$ cat config.mk
export PLATFORM = sky130hd
export DESIGN_NAME = adc_capture
export DESIGN_NICKNAME = d
export VERILOG_FILES = /design/src/rtl/adc_capture_pkg.sv /design/src/rtl/adc_capture_sync_fifo.sv /design/src/rtl/adc_capture.sv
export SDC_FILE = /design/constraint.sdc
export NUM_CORES = 1
export LEC_CHECK = 0
export CORE_MARGIN = 2
export CORE_UTILIZATION = 50
export DETAILED_ROUTE_END_ITERATION = 8
export GPL_TIMING_DRIVEN = 0
export PLACE_DENSITY = 0.69
export REMOVE_ABC_BUFFERS = 1
export SYNTH_ARGS = -nofsm -noshare
export SYNTH_HDL_FRONTEND = slang
export SYNTH_HIERARCHICAL = 1
export SYNTH_SLANG_ARGS = --single-unit
$ cat constraint.sdc
create_clock -name clock -period 7.5 [get_ports clock]
set_input_delay 1.125 -clock clock [delete_from_list [all_inputs] [get_ports clock]]
set_output_delay 1.125 -clock clock [all_outputs]
set_load 0.005 [all_outputs]
$ cat src/rtl/adc_capture_pkg.sv
// Shared types and width helpers for the ADC capture path.
package adc_capture_pkg;

  typedef enum logic [0:0] {
    IDLE = 1'b0,
    RUN  = 1'b1
  } state_e;

  // Accumulator is wide enough to sum 2^dec_max_log2 full-scale samples.
  function automatic int acc_width(input int data_w, input int dec_max_log2);
    return data_w + dec_max_log2;
  endfunction

  function automatic int cnt_width(input int depth);
    return $clog2(depth) + 1;
  endfunction

  localparam int FIFO_DEPTH_DEF = 8;
  localparam int CNT_W          = cnt_width(FIFO_DEPTH_DEF);

endpackage

$ cat src/rtl/adc_capture_sync_fifo.sv
// Synchronous FIFO; a push while full is taken only if a pop frees a slot in the same cycle.
module sync_fifo
  import adc_capture_pkg::*;
#(
  parameter int WIDTH = 8,
  parameter int DEPTH = 8
) (
  input  logic                        clk_i,
  input  logic                        rst_i,
  input  logic                        push_i,
  input  logic [WIDTH-1:0]            push_data_i,
  input  logic                        pop_i,
  output logic [WIDTH-1:0]            head_o,
  output logic                        full_o,
  output logic                        empty_o,
  output logic [cnt_width(DEPTH)-1:0] count_o
);

  localparam int PW = $clog2(DEPTH);

  logic [WIDTH-1:0] mem_q [DEPTH];
  logic [PW-1:0]    wr_ptr_q;
  logic [PW-1:0]    rd_ptr_q;
  logic [PW:0]      count_q;
  logic             push_ok_s;
  logic             pop_ok_s;

  assign full_o    = (count_q == (PW+1)'(DEPTH));
  assign empty_o   = (count_q == '0);
  assign pop_ok_s  = pop_i && !empty_o;
  assign push_ok_s = push_i && (!full_o || pop_ok_s);
  assign count_o   = count_q;
  // Empty FIFO presents zero so the head reads clean after reset.
  assign head_o    = empty_o ? '0 : mem_q[rd_ptr_q];

  always_ff @(posedge clk_i) begin
    if (rst_i) begin
      wr_ptr_q <= '0;
      rd_ptr_q <= '0;
      count_q  <= '0;
    end else begin
      if (push_ok_s) wr_ptr_q <= wr_ptr_q + PW'(1);
      if (pop_ok_s)  rd_ptr_q <= rd_ptr_q + PW'(1);
      count_q <= count_q + (PW+1)'(push_ok_s) - (PW+1)'(pop_ok_s);
    end
  end

  always_ff @(posedge clk_i) begin
    if (push_ok_s) mem_q[wr_ptr_q] <= push_data_i;
  end

endmodule

$ cat src/rtl/adc_capture.sv
// ADC conversion clock generator, sample averager and buffered output port.
module adc_capture
  import adc_capture_pkg::*;
#(
  parameter int DATA_W       = 8,
  parameter int DIV_W        = 8,
  parameter int DEC_MAX_LOG2 = 7,
  parameter int FIFO_DEPTH   = 8
) (
  input  logic                             clock,
  input  logic                             reset,
  input  logic                             enable,
  input  logic [DIV_W-1:0]                 clk_div,
  input  logic [2:0]                       dec_log2,
  output logic                             adc_clock,
  input  logic [DATA_W-1:0]                adc_data,
  output logic                             out_valid,
  input  logic                             out_ready,
  output logic [DATA_W-1:0]                out_data,
  output logic [cnt_width(FIFO_DEPTH)-1:0] fifo_count,
  output logic                             overflow,
  input  logic                             clear_overflow
);

  localparam int ACC_W = acc_width(DATA_W, DEC_MAX_LOG2);
  localparam int SC_W  = (DEC_MAX_LOG2 > 0) ? DEC_MAX_LOG2 : 1;

  state_e            state_q;
  logic [DIV_W-1:0]  cfg_div_q;
  logic [2:0]        cfg_dec_q;
  logic [DIV_W-1:0]  div_cnt_q;
  logic              adc_clk_q;
  logic [ACC_W-1:0]  acc_q;
  logic [SC_W-1:0]   scnt_q;
  logic              overflow_q;

  logic              div_wrap_s;
  logic              samp_s;
  logic              push_s;
  logic [SC_W-1:0]   scnt_last_s;
  logic [ACC_W-1:0]  sum_s;
  logic [DATA_W-1:0] avg_s;
  logic              fifo_full_s;
  logic              fifo_empty_s;
  logic              drop_s;

  // Sampling happens on the edge that raises adc_clock; a falling enable suppresses it.
  assign div_wrap_s  = (div_cnt_q == cfg_div_q);
  assign samp_s      = (state_q == RUN) && enable && div_wrap_s && !adc_clk_q;
  assign scnt_last_s = SC_W'((32'd1 << cfg_dec_q) - 32'd1);
  assign push_s      = samp_s && (scnt_q == scnt_last_s);
  assign sum_s       = acc_q + ACC_W'(adc_data);
  assign avg_s       = DATA_W'(sum_s >> cfg_dec_q);
  assign out_valid   = !fifo_empty_s;
  assign drop_s      = push_s && fifo_full_s && !(out_valid && out_ready);

  // Run/idle control, conversion clock divider and decimating accumulator.
  always_ff @(posedge clock) begin
    if (reset) begin
      state_q   <= IDLE;
      cfg_div_q <= '0;
      cfg_dec_q <= '0;
      div_cnt_q <= '0;
      adc_clk_q <= 1'b0;
      acc_q     <= '0;
      scnt_q    <= '0;
    end else begin
      case (state_q)
        IDLE: begin
          if (enable) begin
            state_q   <= RUN;
            cfg_div_q <= clk_div;
            cfg_dec_q <= (32'(dec_log2) > DEC_MAX_LOG2) ? 3'(DEC_MAX_LOG2) : dec_log2;
          end
        end
        RUN: begin
          if (!enable) begin
            state_q   <= IDLE;
            div_cnt_q <= '0;
            adc_clk_q <= 1'b0;
            acc_q     <= '0;
            scnt_q    <= '0;
          end else begin
            if (div_wrap_s) begin
              div_cnt_q <= '0;
              adc_clk_q <= ~adc_clk_q;
            end else begin
              div_cnt_q <= div_cnt_q + DIV_W'(1);
            end
            if (push_s) begin
              acc_q  <= '0;
              scnt_q <= '0;
            end else if (samp_s) begin
              acc_q  <= sum_s;
              scnt_q <= scnt_q + SC_W'(1);
            end
          end
        end
        default: state_q <= IDLE;
      endcase
    end
  end

  // Sticky loss flag; a new drop outranks a clear in the same cycle.
  always_ff @(posedge clock) begin
    if (reset)               overflow_q <= 1'b0;
    else if (drop_s)         overflow_q <= 1'b1;
    else if (clear_overflow) overflow_q <= 1'b0;
  end

  assign adc_clock = adc_clk_q;
  assign overflow  = overflow_q;

  sync_fifo #(
    .WIDTH (DATA_W),
    .DEPTH (FIFO_DEPTH)
  ) u_fifo (
    .clk_i       (clock),
    .rst_i       (reset),
    .push_i      (push_s),
    .push_data_i (avg_s),
    .pop_i       (out_ready),
    .head_o      (out_data),
    .full_o      (fifo_full_s),
    .empty_o     (fifo_empty_s),
    .count_o     (fifo_count)
  );

endmodule

==> summary.txt, run 1 <==
Run status
  – Status: finished, final reports clean

Setup path
  – R2r setup slk: 2440 ps
  – Critical Path End Type: flip-flop
  – Worst path required time: 7520 ps
  – Cell repeated most along the worst path: nor3_1
  – Largest stage delay, worst path: 1190 ps
  – Slowest CP cell: nor3_1
  – R2r startpoint: cfg_dec_q[0]
  – Startpoint types: flip-flop
  – Worst path depth: 9
  – Crit Path Max Fanout: 37
  – WS Path Type: flip-flop to flip-flop
  – Delay-heaviest family, CP: simple AND/OR/NAND/NOR gates
  – Total buffers and inverters traversed by the critical path: 0
  – Crit path DAT: 5080 ps
  – Worst path cell trace: or3_4, ha_1, xnor2_1, nor3b_1, nor3_1, or4_1, nor2_1, o21ai_0, nor3_1
  – Worst r2r path cells: 9
  – R2r endpoint: u_fifo/mem_q[3][0]

Clock network
  – CTS resizes: 0
  – Hold buffers post-CTS: 0
  – Clk_lat worst skew: 420 ps
  – CTS tree: done
  – Deepest clock path buffer count: 2
  – Clk pin slew, worst setup/hold paths: 60 ps
  – Root buf cell: clkbuf_16
  – Post-CTS Setup Bufs: 0
  – H-tree Lvls: 4
  – CTS sink count: 121
  – Total CTS buffers: 17

STA
  – TNS Setup: 0 ps
  – Final Cycle Share: 67.51%
  – Final clock skew: 7.053 ps
  – Fmax achieved: 197.5 MHz
  – Unrepaired setup endpoints after global routing: no
  – Final worst slack: 2437 ps
  – Worst rel slew slack: 4.813%
  – # setup viols final: 0
  – Slew @ Worst Pin: 1417 ps
  – Max-slew violation count: 0
  – Tmin final: 5063 ps
  – Final Hold Vio Count: 0

Yosys
  – Yosys top cell area share: 31.35%
  – Post-Synthesis Cells: 565
  – Synthesized cell area: 6130 sq um
  – Post-synth EDFFs: 64
  – Synthesis warning total: 6
  – Avg Cell Area, Syn: 10.85 sq um
  – Largest cells by area after synthesis: edfxtp_1 31%, dfxtp_1 19%, mux4_2 6.2%
  – FFs w/ async S/R, synth: 0%
  – Post-synthesis sequential area ratio: 49.97%
  – Netlist cell types: 64
  – Top FF cell, synth: edfxtp_1
  – Leading area contributor after synthesis: edfxtp_1
  – Seq cells post-synth: 121

Floorplan
  – Chip height: 114.7 um
  – Top Ports: 39
  – Initial Utilization: 51.03%
  – Die X-Extent: 114.7 um
  – Core Footprint: 12010 sq um
  – Die area: 13160 sq um
  – FP Rows: 40

Drt
  – Vias after detailed routing: 4479
  – Iter 0 DRT Violations: 406
  – Vias per std cell: 5.940
  – DR DRC count: 0
  – ANT nets after route: 0
  – Final WL: 13.05 mm
  – Wire length per cell: 17.30 um
  – Drt pass-1 iters: 4

Cells and area
  – Commonest non-fill, non-tap cell in the layout: edfxtp_1
  – Filler instances: 995
  – Multi-input gate area: 2850 sq um
  – Commonest cells after routing, fill and taps aside: 64 x edfxtp_1, 57 x dfxtp_1, 55 x nand2_1, 38 x clkdlybuf4s50_1, 34 x nor2_1
  – Area Overhead vs Synth: 17.57%
  – Share of cells above drive strength 1: 11.53%
  – Net count reported at finish: 638
  – Final cell count without fillers: 754
  – Diode count: 0
  – Reg area: 3063 sq um

Placement
  – HPWL Detailed: 8.520 mm
  – # port buffers: 38
  – Pre-CTS WS: 2597 ps
  – RD Place Congestion: 0.8947
  – Dpl cells: 722

Global routing
  – Vias in the first global route: 4223
  – GR Overflow Total: 0
  – Largest net degree at the start of global routing: 38
  – Gr usage total: 21.00%
  – First-pass GRT wire length: 21.22 mm
  – Initial antenna violation count: 0

Pwr
  – Pwr Density: 278.2 nW/um^2
  – Peak supply drop: 145.2 uV
  – Leakage power: 0.002537 uW

Job
  – Max Cap Violations: 0

Min path
  – Worst Hold Class: flip-flop to flip-flop
  – Hold Path End: acc_q[7]
  – Worst Hold Depth: 2
  – Hold path start: acc_q[7]
per-layer routing:
metal	vias up	routed length (um)	part of all wire (%)	global-route usage, %
li1	2178	-	-	-
met1	2172	5829	45	27.79
met2	115	6436	49	33.81
met3	14	633	4.9	6.141
met4	0	147	1.1	6.185
met5	-	0	0	0
registers in the layout, indices dropped and copies added (netlist names), named ones only:
register         cells
u_fifo/rd_ptr_q      3
acc_q               15
u_fifo/count_o       4
state_q              1
cfg_div_q            8
u_fifo/mem_q        64
cfg_dec_q            3
div_cnt_q            8
scnt_q               7
u_fifo/wr_ptr_q      3
adc_clock            1
overflow             1
how the worst max path moves through the flow:
stage,slack [ps],end,startpoint
3_3_place_gp,2340,scnt_q[4],cfg_dec_q[0]
5_1_grt,2230,u_fifo/mem_q[3][0],cfg_dec_q[0]
6_report,2440,u_fifo/mem_q[3][0],cfg_dec_q[0]
3_5_place_dp,2600,u_fifo/mem_q[2][6],cfg_dec_q[0]
2_1_floorplan,3520,u_fifo/mem_q[0][0],cfg_dec_q[0]
4_1_cts,2530,u_fifo/mem_q[2][5],cfg_dec_q[0]
report_power, final:
group	leakage, uW	switching (uW)	internal, uW
Sequential	0.00104	46.7	731
Combinational	0.00120	174	214
Clock	0.000300	306	532
synth_stat cells, drive strengths merged, types with 2 or more instances:
| cell | instances |
|---|---|
| nand3 | 13 |
| ha | 18 |
| o22ai | 6 |
| or3b | 2 |
| nand4 | 8 |
| edfxtp | 64 |
| nand2 | 55 |
| xnor2 | 21 |
| o32a | 2 |
| o31ai | 6 |
| a211oi | 5 |
| o21ai | 32 |
| and2 | 4 |
| a221oi | 2 |
| nor4 | 3 |
| nor2b | 12 |
| nor2 | 34 |
| or4 | 3 |
| o21a | 2 |
| a31oi | 5 |
| dfxtp | 57 |
| o41ai | 2 |
| inv | 23 |
| a22o | 14 |
| nand2b | 9 |
| nor3b | 2 |
| xor2 | 12 |
| a21oi | 29 |
| fa | 2 |
| clkbuf | 17 |
| mux2 | 5 |
| o211ai | 10 |
| mux2i | 3 |
| o2111ai | 2 |
| nor3 | 11 |
| a21o | 4 |
| and3 | 5 |
| or3 | 8 |
| a211o | 7 |
| mux4 | 17 |
| buf | 14 |
| a2bb2oi | 2 |
worst register-to-register path, cell delays in order (launching register included):
cell and delay, ps:
dfxtp_1 1090, or3_4 290, ha_1 320, xnor2_1 200
nor3b_1 220, nor3_1 100, or4_1 440, nor2_1 450
o21ai_0 370, nor3_1 1190
area by class of cell:
| cell class | instances | share of cell area [%] |
|---|---|---|
| clock buffers | 18 | 6.094 |
| flip-flops and latches | 121 | 42.50 |
| multi-input cells | 389 | 39.55 |
| repair buffers | 41 | 5.642 |
| clock inverters | 14 | 2.413 |
| inverters | 24 | 1.250 |
| well taps | 147 | 2.552 |
stage by stage:
stage               hold WS [ps]  util, %  instance area (sq um)  power (uW)
floorplan                  429.1        -                   5974        1015
global placement           444.3    54.44                   6539        1165
detailed placement         464.2    54.81                   6584        1175
CTS                        474.7    59.92                   7197        2021
global route               491.2    60.00                   7207        2091
finish                     471.0    60.00                   7207        2005
cells by family after synthesis:
family | Yosys count | synth area share [%]
flip-flops | 121 | 49.97
buffers and inverters | 55 | 4.001
AND/OR/NAND/NOR | 174 | 14.13
XOR/XNOR | 33 | 4.715
AO/OA/AOI/OAI | 137 | 15.21
multiplexers | 25 | 7.655
adder cells (fa/ha/maj) | 20 | 4.328
Note: power is estimated with default switching activity, not from simulation.
==> inputs of run 2 (changes only) <==
--- a/config.mk
+++ b/config.mk
@@ -9,7 +9,7 @@
 export CORE_UTILIZATION = 50
 export DETAILED_ROUTE_END_ITERATION = 8
 export GPL_TIMING_DRIVEN = 0
-export PLACE_DENSITY = 0.69
+export PLACE_DENSITY = 0.72
 export REMOVE_ABC_BUFFERS = 1
 export SYNTH_ARGS = -nofsm -noshare
 export SYNTH_HDL_FRONTEND = slang
==> constraint.sdc (replaced) <==
create_clock -name clock -period 4.5 [get_ports clock]
set_input_delay 0.675 -clock clock [delete_from_list [all_inputs] [get_ports clock]]
set_output_delay 0.675 -clock clock [all_outputs]
set_load 0.005 [all_outputs]
==> summary.txt, run 2 (synthesized netlist as in run 1, its figures left out) <==
Run status
  – Status: finished, final reports clean

Floorplan
  – FP Rows: 40 (unchanged)
  – Top Ports: 39 (unchanged)
  – Core Footprint: 12010 sq um (unchanged)
  – Initial Utilization: 51.03% (unchanged)
  – Die X-Extent: 114.7 um (unchanged)
  – Chip height: 114.7 um (unchanged)
  – Die area: 13160 sq um (unchanged)

Cells and area
  – Top Registers: u_fifo/mem_q x64, acc_q x15
  – Max reg flops: 64 (unchanged)
  – Filler instances: 981 (-1.4%)
  – Share of cells above drive strength 1: 12.01% (+0.47 points)
  – Net count reported at finish: 639 (+0.16%)
  – Commonest cells after routing, fill and taps aside: 64 x edfxtp_1, 56 x dfxtp_1, 55 x nand2_1, 38 x clkdlybuf4s50_1, 34 x nor2_1
  – Final instance area: 7183 sq um (-0.33%)
  – Area Overhead vs Synth: 17.19%
  – Diode count: 0 (unchanged)
  – Commonest non-fill, non-tap cell in the layout: edfxtp_1
  – Top reg by flops: u_fifo/mem_q

STA
  – Final clock skew: 12.13 ps (+5.074 ps)
  – Fmax achieved: 225.9 MHz (+14%)
  – Final Cycle Share: 98.38% (+31 points)
  – Tmin final: 4427 ps (-635.8 ps)
  – Final Hold Vio Count: 0 (unchanged)
  – Slew @ Worst Pin: 1141 ps (-275.5 ps)
  – Hold slack: 466.8 ps (-4.206 ps)
  – TNS Setup: 0 ps (unchanged)
  – Max-slew violation count: 0 (unchanged)
  – # setup viols final: 0 (unchanged)
  – Worst rel slew slack: 23.67% (+19 points)
  – Unrepaired setup endpoints after global routing: yes

Placement
  – RD Place Congestion: 0.8553 (-4.4%)
  – HPWL Detailed: 8.815 mm (+3.5%)
  – # port buffers: 38 (unchanged)
  – DP Area: 6595 sq um (+0.17%)

Clock network
  – Total CTS buffers: 17 (unchanged)
  – Deepest clock path buffer count: 2 (unchanged)
  – Post-CTS Setup Bufs: 0 (unchanged)
  – CTS tree: done
  – Hold buffers post-CTS: 0 (unchanged)
  – H-tree Lvls: 4 (unchanged)
  – Clk_lat worst skew: 410 ps (about the same)
  – Clk pin slew, worst setup/hold paths: 60 ps (about the same)
  – Root buf cell: clkbuf_16
  – CTS sink count: 121 (unchanged)

Drt
  – Drt pass-1 iters: 7 (+3)
  – Final WL: 13.01 mm (-0.26%)
  – Iter 0 DRT Violations: 354 (-13%)
  – Vias after detailed routing: 4438 (-0.92%)
  – ANT nets after route: 0 (unchanged)
  – Wire length per cell: 17.23 um (-0.39%)
  – DR DRC count: 0 (unchanged)
  – Vias per std cell: 5.878 (-1.0%)

Global routing
  – Initial antenna violation count: 0 (unchanged)
  – Largest net degree at the start of global routing: 38 (unchanged)
  – Gr usage total: 20.47% (-0.53 points)
  – Vias in the first global route: 4320 (+2.3%)
  – GR Overflow Total: 0 (unchanged)
  – First-pass GRT wire length: 21.09 mm (-0.62%)

Setup path
  – Worst path depth: 8 (-1)
  – Largest stage delay, worst path: 790 ps (-400 ps)
  – Total buffers and inverters traversed by the critical path: 0 (unchanged)
  – Crit Path Max Fanout: 19 (-49%)
  – Worst path cell trace: or3_4, ha_1, o41ai_2, a31oi_1, or4_1, nor2_1, o21ai_0, nor3_2
  – Critical Path End Type: flip-flop
  – WS Path Type: flip-flop to flip-flop
  – Delay-heaviest family, CP: simple AND/OR/NAND/NOR gates
  – Startpoint types: flip-flop
  – Crit path DAT: 4460 ps (-620 ps)
  – Worst path required time: 4530 ps (-2990 ps)
  – Slowest CP cell: nor3_2
  – Worst r2r path cells: 8 (-1)

Pwr
  – Peak supply drop: 209.1 uV (+44%)
  – Leakage power: 0.002520 uW (-0.66%)
  – Pwr Density: 444.5 nW/um^2 (+60%)
  – Pwr Total: 3193 uW (+59%)

Min path
  – Worst Hold Depth: 2 (unchanged)
  – Worst Hold Class: flip-flop to flip-flop

Job
  – Max Cap Violations: 0 (unchanged)
-- run 2: routing by layer --
metal	up-vias	wire length [um]	part of all wire, %	track usage [%]
met4	0	131	1.0	6.908
li1	2175	-	-	-
met3	10	554	4.3	4.870
met5	-	0	0	0
met1	2138	5824	45	26.56
met2	115	6500	50	33.96
-- run 2: report_power, final --
part	internal, uW	switching, uW	leakage [uW]
Sequential	1220	77.2	0.00104
Clock	755	496	0.000276
Combinational	358	288	0.00120
-- run 2: worst reg2reg max path: stages (launching register included) --
cell	delay, ps
dfxtp_1	530
or3_4	450
ha_1	310
o41ai_2	330
a31oi_1	100
or4_1	590
nor2_1	470
o21ai_0	480
nor3_2	790
-- run 2: worst paths after layout --
kind                              startpoint            endpoint  slack [ps]
worst max register to register  cfg_dec_q[1]  u_fifo/mem_q[2][7]          70
worst min-delay path                overflow            overflow         470
worst min register to register      overflow            overflow         470
worst max-delay path            cfg_dec_q[1]  u_fifo/mem_q[2][7]          70
-- run 2: layout make-up --
class	count	area [sq um]	area share [%]
Multi-Input combinational cell	389	2869	39.94
Sequential cell	121	3064	42.66
Timing Repair Buffer	42	417.9	5.818
Inverter	24	90.09	1.254
Clock buffer	20	467.9	6.515
Tap cell	147	183.9	2.561
Clock inverter	12	90.09	1.254
-- run 2: metrics by stage --
stage          setup slack [ps]  instances  util (%)
6_report                  72.75        755     59.80
3_3_place_gp             -761.3        719     54.44
2_1_floorplan             519.7        534         -
5_1_grt                  -150.8        755     59.80
3_5_place_dp             -511.0        723     54.91
4_1_cts                   135.5        755     59.73
-- run 2: timing repair --
item | in CTS | in global routing
gates resized for setup | 5 | 1
endpoints found under the setup margin | 44 | 28
endpoints found under the hold margin | 0 | 0
==> edit 1 (flow settings as in run 2) <==
Change the parameter `DIV_W` from 8 to 6.
--- a/src/rtl/adc_capture.sv
+++ b/src/rtl/adc_capture.sv
@@ -3,7 +3,7 @@
   import adc_capture_pkg::*;
 #(
   parameter int DATA_W       = 8,
-  parameter int DIV_W        = 8,
+  parameter int DIV_W        = 6,
   parameter int DEC_MAX_LOG2 = 7,
   parameter int FIFO_DEPTH   = 8
 ) (
Interface: changed (resized clk_div); port bits go from 39 to 37. No check against the original RTL was run, so the function may have changed too.
==> edit 1 against run 2 <==
  * Setup slack better by 0.32 ns
  * Synthesized area fell by 0.49%
  * Clock skew down 0.0015 ns
  * Final area fell by 0.21%
  * Sequential cell count decreased by 4
  * Power grew 1.4%
  * Routed wire length rose by 1.0%
  * Critical endpoint is now u_fifo/count_o[3]$_SDFF_PP0_
  * Largest power group is now the clock network
==> edit 1: results (changes against run 2) <==
Synth
  – Sequential area share after synthesis: 0.4890 (-0.01067)
  – Mapped Avg Cell Area: 10.72 µm² (-1.2%)
  – Post-synth top cells: edfxtp_1, dfxtp_1, nand2_1
  – Compound-Gate Fraction of Synth Area: 0.1444 (-0.007662)
  – Top cells by area, synth: edfxtp_1, dfxtp_1, mux4_2
  – Adder-Cell Fraction of Synth Area: 0.04349 (+0.0002130)
  – Post-synthesis mux area share: 0.09108 (+0.01453)

Critical path
  – Worst Path Max Fanout: 37 (+18)
  – CP arrival: 4.41 ns (-0.05 ns)
  – RR Endpoint: u_fifo/count_o[3]$_SDFF_PP0_
  – RR Startpoint: cfg_dec_q[0]$_SDFFE_PP0P_
  – Flop2flop setup slack: 0.39 ns (+0.32 ns)

Routing
  – First drt pass iteration count: 4 (-3)
  – Vias: 4449 (+0.25%)
  – Total Wirelength: 13.15 mm (+1.0%)

GRT
  – Vias in the first global route: 4480 (+3.7%)
  – First-pass GRT wire length: 21.68 mm (+2.8%)
  – Tot GR Track Use: 0.2136 (+0.008891)

Pwr
  – Sw Ratio: 0.2716 (+0.001882)
  – Clk. pwr: 1.32 mW (+6%)
  – Worst IR drop on VDD: 0.0001985 V (-5.1%)

Timing
  – Final Cycle Share: 0.9132 (-0.07063)
  – Slew headroom: 0.2346 (-0.002084)

Placed design
  – GP Congestion: 0.8913 (+4.2%)
  – Post-DP Area: 0.006502 mm² (-1.4%)

Outcome
  – Run status: finished, final reports clean

Clock network
  – Post-CTS sizing: 11 (+6)

Layout
  – Top flop regs: u_fifo/mem_q: 64 flops, acc_q: 15 flops, scnt_q: 7 flops
-- edit 1: changes by cell type after synthesis, moves of 6 or more --
cell,delta
nor2_1,+11
xnor2_1,-10
a21o_1,+7
o21ai_0,-15
mux2i_1,+6
a211o_1,-6
o21ai_1,+15
-- edit 1: area by class of cell --
cell class              count  area (µm²)
inverters                  23       86.33
flip-flops and latches    117        2985
clock buffers              17       425.4
clock inverters            15       153.9
repair buffers             40       390.4
fillers                   957        4793
multi-input cells         399        2943
well taps                 147       183.9
-- edit 1: routing by layer --
layer  vias up  global-route usage  part of all wire
met5         -                   0                 0
met4         0             0.09268             0.017
met3        20             0.04500             0.040
met2        85              0.3767              0.52
met1      2174              0.2510              0.42
li1       2170                   -                 -
-- edit 1: cells by family (layout without fill, tap and decap cells) --
kind of cell / after synthesis / count (layout)
AOI/OAI and AO/OA: 132 / 132
muxes: 33 / 33
DFF: 117 / 117
adders and majority gates: 20 / 20
xor gates and xnor gates: 26 / 26
buffers and inverters: 53 / 95
and+or+nand+nor: 188 / 188
==> edit 2 (flow settings as in run 2) <==
Without the edit above. One comparison of `count_q` changes from == to >=.
--- a/src/rtl/adc_capture_sync_fifo.sv
+++ b/src/rtl/adc_capture_sync_fifo.sv
@@ -25,7 +25,7 @@
   logic             push_ok_s;
   logic             pop_ok_s;
 
-  assign full_o    = (count_q == (PW+1)'(DEPTH));
+  assign full_o    = (count_q >= (PW+1)'(DEPTH));
   assign empty_o   = (count_q == '0);
   assign pop_ok_s  = pop_i && !empty_o;
   assign push_ok_s = push_i && (!full_o || pop_ok_s);
Behaviour: same outputs for any inputs over 4 cycles, from zero or initial values and one cycle with reset high; that may be too few to reach the edited logic, so the function may still have changed.
==> edit 2 against run 2 <==
  * Routed wire length is 2.2% higher
  * Setup slack better by 0.17 ns
  * Power up 4.1%
  * Final area is 0.98% higher
  * Sequential cell count is the same
  * Via count is 2.4% higher
  * Synthesized area grew 0.49%
  * Synthesized cell count stayed put
==> edit 2: results (changes against run 2) <==
Critical path
  – CP arrival: 4.39 ns (-0.07 ns)
  – Worst Path Max Fanout: 37 (+18)
  – Worst path slowest cell: or3b_2
  – WS Path Type: flip-flop to flip-flop
  – RR Endpoint: u_fifo/mem_q[4][4]$_DFFE_PP_
  – Flop2flop setup slack: 0.24 ns (+0.17 ns)
  – Delay of the slowest cell on the worst path: 0.55 ns (-0.24 ns)
  – Worst Reg2Reg Path Length in Cells: 10 (+2)
  – Delay-heaviest family, CP: simple AND/OR/NAND/NOR gates
  – Critical Path Start: cfg_dec_q[0]$_SDFFE_PP0P_

Layout
  – Antenna cells: 0 (unchanged)
  – Nets: 638 (-0.16%)
  – Top flop regs: u_fifo/mem_q: 64 flops, acc_q: 15 flops
  – Fillers: 989 (+0.82%)
  – Share of cells above drive strength 1: 0.1334 (+0.01338)

Routing
  – First drt pass iteration count: 5 (-2)
  – Total Wirelength: 13.30 mm (+2.2%)
  – Vias: 4544 (+2.4%)
  – 1st-iter DRT viols: 409 (+16%)

Timing
  – Achievable Freq: 234.8 MHz (+3.9%)
  – Post-Route Skew: 0.007573 ns (-0.004555 ns)
  – Hold slack: 0.4759 ns (+0.009183 ns)
  – Slew at the pin closest to its max-slew limit: 1.173 ns (+0.03118 ns)

GRT
  – Vias in the first global route: 4518 (+4.6%)
  – First-pass GRT wire length: 22.33 mm (+5.9%)
  – Tot GR Track Use: 0.2187 (+0.01405)
  – Largest net degree at the start of global routing: 38 (unchanged)
  – Antenna violations before repair: 0 (unchanged)

Placed design
  – DP HPWL: 8.912 mm (+1.1%)
  – Worst slack, placed: -0.4775 ns (+0.03351 ns)
  – Post-DP Area: 0.006611 mm² (+0.25%)
  – PortBufs: 38 (unchanged)
  – GP Congestion: 0.8735 (+2.1%)

Synth
  – Synth cell types: 69 (+7.8%)
  – Post-synth ARST share: 0 (unchanged)
  – Yosys warning count: 6 (unchanged)
  – Sequential area share after synthesis: 0.4973 (-0.002436)
  – Post-synth top cells: edfxtp_1, dfxtp_1, nand2_1
  – Post-synth EDFFs: 64 (unchanged)
  – Top cells by area, synth: edfxtp_1, dfxtp_1, mux4_2

Pwr
  – Clk. pwr: 1.36 mW (+9%)
  – Comb. pwr: 0.672 mW (+4.0%)
  – Logic pwr share: 0.202 (about the same)
  – Worst IR drop on VDD: 0.0002613 V (+25%)
  – Sw Ratio: 0.2773 (+0.007569)
  – Leakage: 2.561 nW (+1.6%)

Min path
  – Hold Path End: cfg_div_q[7]$_SDFFE_PP0P_
  – HP Start: cfg_div_q[7]$_SDFFE_PP0P_
  – Hold Crit Class: flip-flop to flip-flop
  – Cell depth of the worst hold path: 2 (unchanged)

Clock network
  – Clock Path Buffers: 2 (unchanged)
  – Clock-pin slew on the worst setup and hold paths: 0.06 ns (about the same)
  – CTS H-Tree Depth: 4 (unchanged)
  – Root Driver: clkbuf_16
  – Post-CTS setup buffers: 0 (unchanged)
  – CTS buffer count: 17 (unchanged)

Floorplan
  – Total die area: 0.01322 mm² (+0.47%)

Outcome
  – Run status: finished, final reports clean
edit 2: cell count changes after synthesis, moves of 2 or more:
cell and delta:
nor2_1 -2, nand3b_1 +2, nor3b_1 +4, inv_1 -2, nand2b_1 -2, o21ai_0 -2
edit 2: kinds of logic (layout without fill, tap and decap cells):
logic type      after synthesis  count (layout)  synth area share
fa+ha+maj                    20              20           0.04306
buf+inv                      54              96           0.03920
flops                       121             121            0.4973
mux                          26              26           0.07861
xor+xnor                     33              33           0.04692
compound gates              135             135            0.1505
simple gates                176             176            0.1444
edit 2: repair_timing:
action,4_1_cts,5_1_grt
setup endpoints to repair,61,32
endpoints found under the hold margin,0,0
gates resized for setup,4,5
edit 2: routing by layer:
| layer | vias to the layer above | GRT usage | wire length [µm] |
|---|---|---|---|
| li1 | 2177 | - | - |
| met1 | 2221 | 0.2756 | 5864 |
| met2 | 128 | 0.3643 | 6606 |
| met3 | 18 | 0.05957 | 665 |
| met4 | 0 | 0.07711 | 165 |
| met5 | - | 0 | 0 |
edit 2: worst register-to-register path, delay by kind of cell, from the launching register on:
family        cells  cell delay [ns]
simple gates      7             2.68
flops             1             0.51
fa+ha+maj         1             0.30
buf+inv           1             0.25
xor+xnor          1             0.24
edit 2: cell type report:
type,count,area [µm²],area share
Tap cell,147,183.9,0.02536
Timing Repair Buffer,42,414.1,0.05710
Clock inverter,15,167.7,0.02312
Sequential cell,121,3065,0.4226
Multi-Input combinational cell,390,2914,0.4018
Inverter,22,82.58,0.01139
Clock buffer,17,425.4,0.05865
edit 2: per-stage QoR:
| step | cells | setup TNS [ns] |
|---|---|---|
| 2_1_floorplan | 533 | 0 |
| 3_3_place_gp | 718 | -19.32 |
| 3_5_place_dp | 722 | -16.11 |
| 4_1_cts | 754 | 0 |
| 5_1_grt | 754 | 0 |
| 6_report | 754 | 0 |
